===== src/rtl/ctr_record_buffer.sv =====
// ctr_record_buffer
//   Receiving end of the CTR emitter interface. Filters emitted control-transfer
//   records by privilege, type and freeze state, stores accepted records in a
//   circular buffer of DEPTH entries, and serves CSR reads by logical index
//   (0 = most recent) together with the sctrstatus WRPTR/FROZEN fields.
//
// Ports
//   clk_i, rst_ni        clock, asynchronous active-low reset
//   rec_*_i              emitted record (valid, source PC, target PC, type, privilege)
//   ctl_en_i             recording enable {M,S,U}
//   ctl_type_inh_i       per-type inhibit, bit t drops records of type t
//   clear_i              sctrclr pulse: zero every entry and WRPTR
//   wrptr_we_i/wdata_i   CSR write of WRPTR
//   frozen_we_i/wdata_i  CSR write of FROZEN
//   rd_idx_i             logical read index
//   rd_source_o          {source pc, valid}
//   rd_target_o          {target pc, mispredict = 0}
//   rd_data_o            {zeros, type}
//   wrptr_o, frozen_o    sctrstatus fields
module ctr_record_buffer #(
  parameter int XLEN  = 64,
  parameter int DEPTH = 16,
  localparam int IDX_W = $clog2(DEPTH)
) (
  input  logic             clk_i,
  input  logic             rst_ni,
  input  logic             rec_valid_i,
  input  logic [XLEN-2:0]  rec_source_i,
  input  logic [XLEN-2:0]  rec_target_i,
  input  logic [3:0]       rec_type_i,
  input  logic [1:0]       rec_priv_i,
  input  logic [2:0]       ctl_en_i,
  input  logic [15:0]      ctl_type_inh_i,
  input  logic             clear_i,
  input  logic             wrptr_we_i,
  input  logic [IDX_W-1:0] wrptr_wdata_i,
  input  logic             frozen_we_i,
  input  logic             frozen_wdata_i,
  input  logic [IDX_W-1:0] rd_idx_i,
  output logic [XLEN-1:0]  rd_source_o,
  output logic [XLEN-1:0]  rd_target_o,
  output logic [XLEN-1:0]  rd_data_o,
  output logic [IDX_W-1:0] wrptr_o,
  output logic             frozen_o
);

  localparam logic [IDX_W-1:0] IDX_ONE = IDX_W'(1);

  // Input stage
  logic             s1_valid_r;
  logic [XLEN-2:0]  s1_source_r;
  logic [XLEN-2:0]  s1_target_r;
  logic [3:0]       s1_type_r;

  // Buffer storage and status
  logic [XLEN-2:0]  src_mem_r  [DEPTH];
  logic [XLEN-2:0]  tgt_mem_r  [DEPTH];
  logic [3:0]       type_mem_r [DEPTH];
  logic             v_mem_r    [DEPTH];
  logic [IDX_W-1:0] wrptr_r;
  logic             frozen_r;

  logic             priv_ok_s;
  logic             capture_s;
  logic [IDX_W-1:0] rd_phys_s;

  // Privilege filter: privilege 2 is never recorded
  always_comb begin
    priv_ok_s = 1'b0;
    case (rec_priv_i)
      2'd0:    priv_ok_s = ctl_en_i[0];
      2'd1:    priv_ok_s = ctl_en_i[1];
      2'd3:    priv_ok_s = ctl_en_i[2];
      default: priv_ok_s = 1'b0;
    endcase
  end

  assign capture_s = rec_valid_i & ~frozen_r & (rec_type_i != 4'd0) &
                     ~ctl_type_inh_i[rec_type_i] & priv_ok_s;

  // Input stage register; capture stays live on clear/WRPTR-write edges
  always_ff @(posedge clk_i or negedge rst_ni) begin
    if (!rst_ni) begin
      s1_valid_r  <= 1'b0;
      s1_source_r <= '0;
      s1_target_r <= '0;
      s1_type_r   <= 4'd0;
    end else begin
      s1_valid_r <= capture_s;
      if (capture_s) begin
        s1_source_r <= rec_source_i;
        s1_target_r <= rec_target_i;
        s1_type_r   <= rec_type_i;
      end
    end
  end

  // Buffer write and WRPTR: clear beats WRPTR write beats the stage-2 record
  always_ff @(posedge clk_i or negedge rst_ni) begin
    if (!rst_ni) begin
      wrptr_r <= '0;
      for (int i = 0; i < DEPTH; i++) begin
        src_mem_r[i]  <= '0;
        tgt_mem_r[i]  <= '0;
        type_mem_r[i] <= 4'd0;
        v_mem_r[i]    <= 1'b0;
      end
    end else if (clear_i) begin
      wrptr_r <= '0;
      for (int i = 0; i < DEPTH; i++) begin
        src_mem_r[i]  <= '0;
        tgt_mem_r[i]  <= '0;
        type_mem_r[i] <= 4'd0;
        v_mem_r[i]    <= 1'b0;
      end
    end else if (wrptr_we_i) begin
      wrptr_r <= wrptr_wdata_i;
    end else if (s1_valid_r) begin
      src_mem_r[wrptr_r]  <= s1_source_r;
      tgt_mem_r[wrptr_r]  <= s1_target_r;
      type_mem_r[wrptr_r] <= s1_type_r;
      v_mem_r[wrptr_r]    <= 1'b1;
      wrptr_r             <= wrptr_r + IDX_ONE;
    end
  end

  // FROZEN status, written only by the CSR
  always_ff @(posedge clk_i or negedge rst_ni) begin
    if (!rst_ni) begin
      frozen_r <= 1'b0;
    end else if (frozen_we_i) begin
      frozen_r <= frozen_wdata_i;
    end
  end

  // Logical index 0 is the entry just behind the write pointer; wraps mod DEPTH
  assign rd_phys_s   = wrptr_r - IDX_ONE - rd_idx_i;
  assign rd_source_o = {src_mem_r[rd_phys_s], v_mem_r[rd_phys_s]};
  assign rd_target_o = {tgt_mem_r[rd_phys_s], 1'b0};
  assign rd_data_o   = {{(XLEN-4){1'b0}}, type_mem_r[rd_phys_s]};
  assign wrptr_o     = wrptr_r;
  assign frozen_o    = frozen_r;

endmodule


===== config.mk =====
export PLATFORM = sky130hd
export DESIGN_NAME = ctr_record_buffer
export DESIGN_NICKNAME = d
export VERILOG_FILES = /design/src/rtl/ctr_record_buffer.sv
export SDC_FILE = /design/constraint.sdc
export NUM_CORES = 2
export LEC_CHECK = 0
export CAP_MARGIN = 20
export CORE_MARGIN = 10
export CORE_UTILIZATION = 35
export CTS_BUF_LIST = sky130_fd_sc_hd__clkbuf_4 sky130_fd_sc_hd__clkbuf_8 sky130_fd_sc_hd__clkbuf_16
export DETAILED_ROUTE_END_ITERATION = 10
export GPL_TIMING_DRIVEN = 0
export PLACE_DENSITY = 0.53
export SLEW_MARGIN = 20
export SYNTH_ARGS = -nofsm -noshare
export SYNTH_HDL_FRONTEND = slang
export SYNTH_SLANG_ARGS = --single-unit

===== constraint.sdc =====
create_clock -name clk_i -period 6.7 [get_ports clk_i]
set_input_delay 1.34 -clock clk_i [delete_from_list [all_inputs] [get_ports clk_i]]
set_output_delay 1.34 -clock clk_i [all_outputs]
set_load 0.02 [all_outputs]

==> summary.txt <==
Outcome
  • Status: finished, violations left
  • Failing checks: negative setup slack

Logic synthesis
  • YS warnings: 0
  • FF+latch count, synth: 2232
  • Fraction of registers with async set/reset: 100%
  • Synth cell types: 35
  • Number of synthesized flops with an enable pin: 0
  • Post-Synthesis Cell Area: 105000 um^2
  • Post-synth top flop: dfrtp_1
  • Seq/Total Area, Yosys: 53.3%
  • Syn Area/Cell: 9.67 um^2
  • Cells after synthesis: 10800

Place
  • Final GP Congestion: 0.869
  • Placed cell areas: 115000 um^2
  • Post-Place Setup Slack: -1.35 ns
  • IO buf count: 298
  • Post-DP HPWL: 295000 um

Drt
  • WL final: 404000 um
  • Iteration-0 DRC Markers: 9466
  • DRC: 0
  • DR vias/cell: 5.45
  • DR WL/cell: 25.8 um
  • Post-route ant nets: 0
  • Initial DRT Pass Iterations: 6
  • DR vias: 85400

STA
  • Fmax: 148 MHz
  • RSZ-0062 raised after global routing: yes
  • Final Max Slew Viols: 0
  • WHS: 0.313 ns
  • Final worst-path cycle share: 101%
  • Final worst slack: -0.0443 ns
  • Slew Limit Headroom: 18.6%
  • Final hold vios: 0
  • Post-layout min period: 6.74 ns
  • Worst clock skew: 0.0621 ns
  • Final setup viols: 2
  • Actual slew at the worst max-slew pin: 1.22 ns

Power
  • Sequential share of power: 41.8%
  • Leak: 50.1 nW
  • P_int: 0.0237 W
  • Worst vdd ir: 0.226 mV
  • Comb power frac: 17.8%
  • Switch Pwr: 0.0103 W
  • Clk pwr share: 40.4%
  • Total power: 0.0340 W
  • PD cells: 275 nW/um^2
  • Switching portion of total power: 30.3%

Clock tree
  • CTS Buf Count: 242
  • CTS HTree Levels: 4
  • CTS Hold Bufs: 0
  • Bufs on Longest Clock Path: 4
  • Clock slew seen by the registers of the worst setup and hold paths: 0.06 ns
  • Clock tree from TritonCTS: yes
  • Latest clock arrival within the worst-skew pair: 0.95 ns
  • Sink Count: 2232
  • Root buffer cell: clkbuf_16

Floorplan
  • Die area: 322000 um^2
  • I/O pins: 363
  • Row Count: 200
  • Core ar.: 298000 um^2
  • Die H: 567 um
  • Initial core utilization: 35.2%
  • Die Wd: 567 um

Critical path
  • CP Class: in -> out
  • Reg2reg start: s1_valid_r$_DFF_PN0_
  • Startpoint types: input port
  • Required time worst endpoint: 5.36 ns
  • Critical path arrival: 5.40 ns
  • Crit. End Element: output pin
  • Worst Setup SP: rd_idx_i[0]
  • Crit-path max FO: 10

Layout
  • Share of post-route cells with drive strength above 1: 12.0%
  • Most frequent cells in the layout: nand2_1 (4162), dfrtp_1 (2232), a21oi_1 (2083)
  • Area Growth Syn to Fin: 18.2%
  • Post-route design area: 124000 um^2
  • Nets@finish: 11700
  • Most common cell after layout, fill and taps aside: nand2_1

Global routing
  • Largest net degree at the start of global routing: 149
  • Initial antenna violation count: 37
  • Vias in the first global route: 86700
  • Grt ovf: 0
  • First-pass GRT wire length: 594000 um
  • Overall Global Routing Usage: 24.3%

Job
  • Max cap viols: 0

Min path
  • Class of the worst hold path: in -> async
[metal layers]
metal / share of wire, % / vias to the layer above / track usage, %
li1: - / 37400 / -
met1: 40 / 43400 / 31.3
met2: 46 / 3740 / 38.6
met3: 8.8 / 823 / 5.87
met4: 5.4 / 10 / 11.7
met5: 0.019 / - / 0
[state kept, by name (all words and copies together) (netlist names)]
signal and count:
wrptr_o 4, type_mem_r 64, s1_type_r 4, tgt_mem_r 1008, src_mem_r 1008, v_mem_r 16, frozen_o 1, s1_target_r 63
s1_valid_r 1, s1_source_r 63
[area by class of cell]
| class | instances | area (um^2) |
|---|---|---|
| fillers | 28800 | 174000 |
| flip-flops and latches | 2232 | 55900 |
| multi-input cells | 7466 | 45000 |
| clock buffers | 363 | 7330 |
| plain buffers | 1187 | 5260 |
| well taps | 3939 | 4930 |
| repair buffers | 373 | 4670 |
| clock inverters | 61 | 664 |
| diodes | 24 | 60.1 |
| inverters | 13 | 48.8 |
[power groups by stage]
stage          clock [W]  sequential (W)  combinational (W)
6_report          0.0137          0.0142            0.00604
5_1_grt           0.0144          0.0143            0.00647
4_1_cts           0.0139          0.0142            0.00602
3_5_place_dp           0          0.0145            0.00592
3_3_place_gp           0          0.0146            0.00564
2_1_floorplan          0          0.0144            0.00340
[synth_stat cells (3+ instances only)]
cell      count  area share (%)
nand2_1    4162              15
dfrtp_1    2232              53
a21oi_1    2083             9.9
clkbuf_1   1054             3.8
mux4_2      529              11
mux2i_1     396             3.8
mux2_1       99             1.1
buf_4        62            0.44
buf_1        52            0.19
nor2_1       39            0.14
mux2_2       33            0.35
a211oi_1     16            0.11
inv_1        13           0.047
o211ai_1     12           0.086
buf_2        10           0.048
buf_6        10            0.11
ha_1          7           0.084
xnor2_1       5           0.042
a211o_1       4           0.033
nand2b_1      4           0.024
nor2b_1       3           0.018
[kinds of logic (layout without fill, tap and decap cells)]
| logic type | count (synthesis) | after routing | synth area share, % |
|---|---|---|---|
| buffers and inverters | 1201 | 1997 | 4.61 |
| XOR/XNOR | 6 | 6 | 0.0502 |
| other | 1 | 85 | 0.00358 |
| multiplexers | 1057 | 1057 | 16.6 |
| adder cells (fa/ha/maj) | 8 | 8 | 0.103 |
| AO/OA/AOI/OAI | 2120 | 2120 | 10.2 |
| AND/OR/NAND/NOR | 4214 | 4214 | 15.1 |
| flip-flops | 2232 | 2232 | 53.3 |
[worst max-delay path: stages]
cell,delay (ns)
clkdlybuf4s50_1,0.41
inv_1,0.09
ha_1,0.17
inv_1,0.06
fa_1,0.64
clkbuf_2,0.24
clkbuf_4,0.39
clkbuf_4,0.41
mux4_2,0.36
mux2i_1,0.44
mux2i_1,0.24
clkdlybuf4s50_1,0.60
[worst paths after layout]
kind / to / slack [ns] / cells past startpoint
worst max-delay path: rd_target_o[2] / -0.04 / 12
worst min-delay path: tgt_mem_r[135]$_DFFE_PN0P_ / 0.31 / 1
worst max register to register: src_mem_r[304]$_DFFE_PN0P_ / 2.58 / 8
worst min register to register: v_mem_r[1]$_DFFE_PN0P_ / 0.50 / 2
max in group asynchronous: src_mem_r[546]$_DFFE_PN0P_ / 2.88 / 6
min in group clk_i: v_mem_r[1]$_DFFE_PN0P_ / 0.50 / 2
[through the flow]
| step | instances | utilization (%) | setup TNS (ns) |
|---|---|---|---|
| detailed placement | 15200 | 38.6 | -111.42 |
| finish | 15700 | 41.6 | -0.0596 |
| CTS | 15600 | 41.6 | -0.0181 |
| global placement | 15100 | 37.9 | - |
| global route | 15600 | 41.6 | -0.00903 |
| floorplan | 10900 | - | 0 |
[timing repair]
item | 4_1_cts | 5_1_grt
resized for setup | 293 | 76
setup endpoints to repair | 131 | 73
setup buffers | 1 | 0
pin swaps | 1 | 0
(Power assumes the default switching activity.)
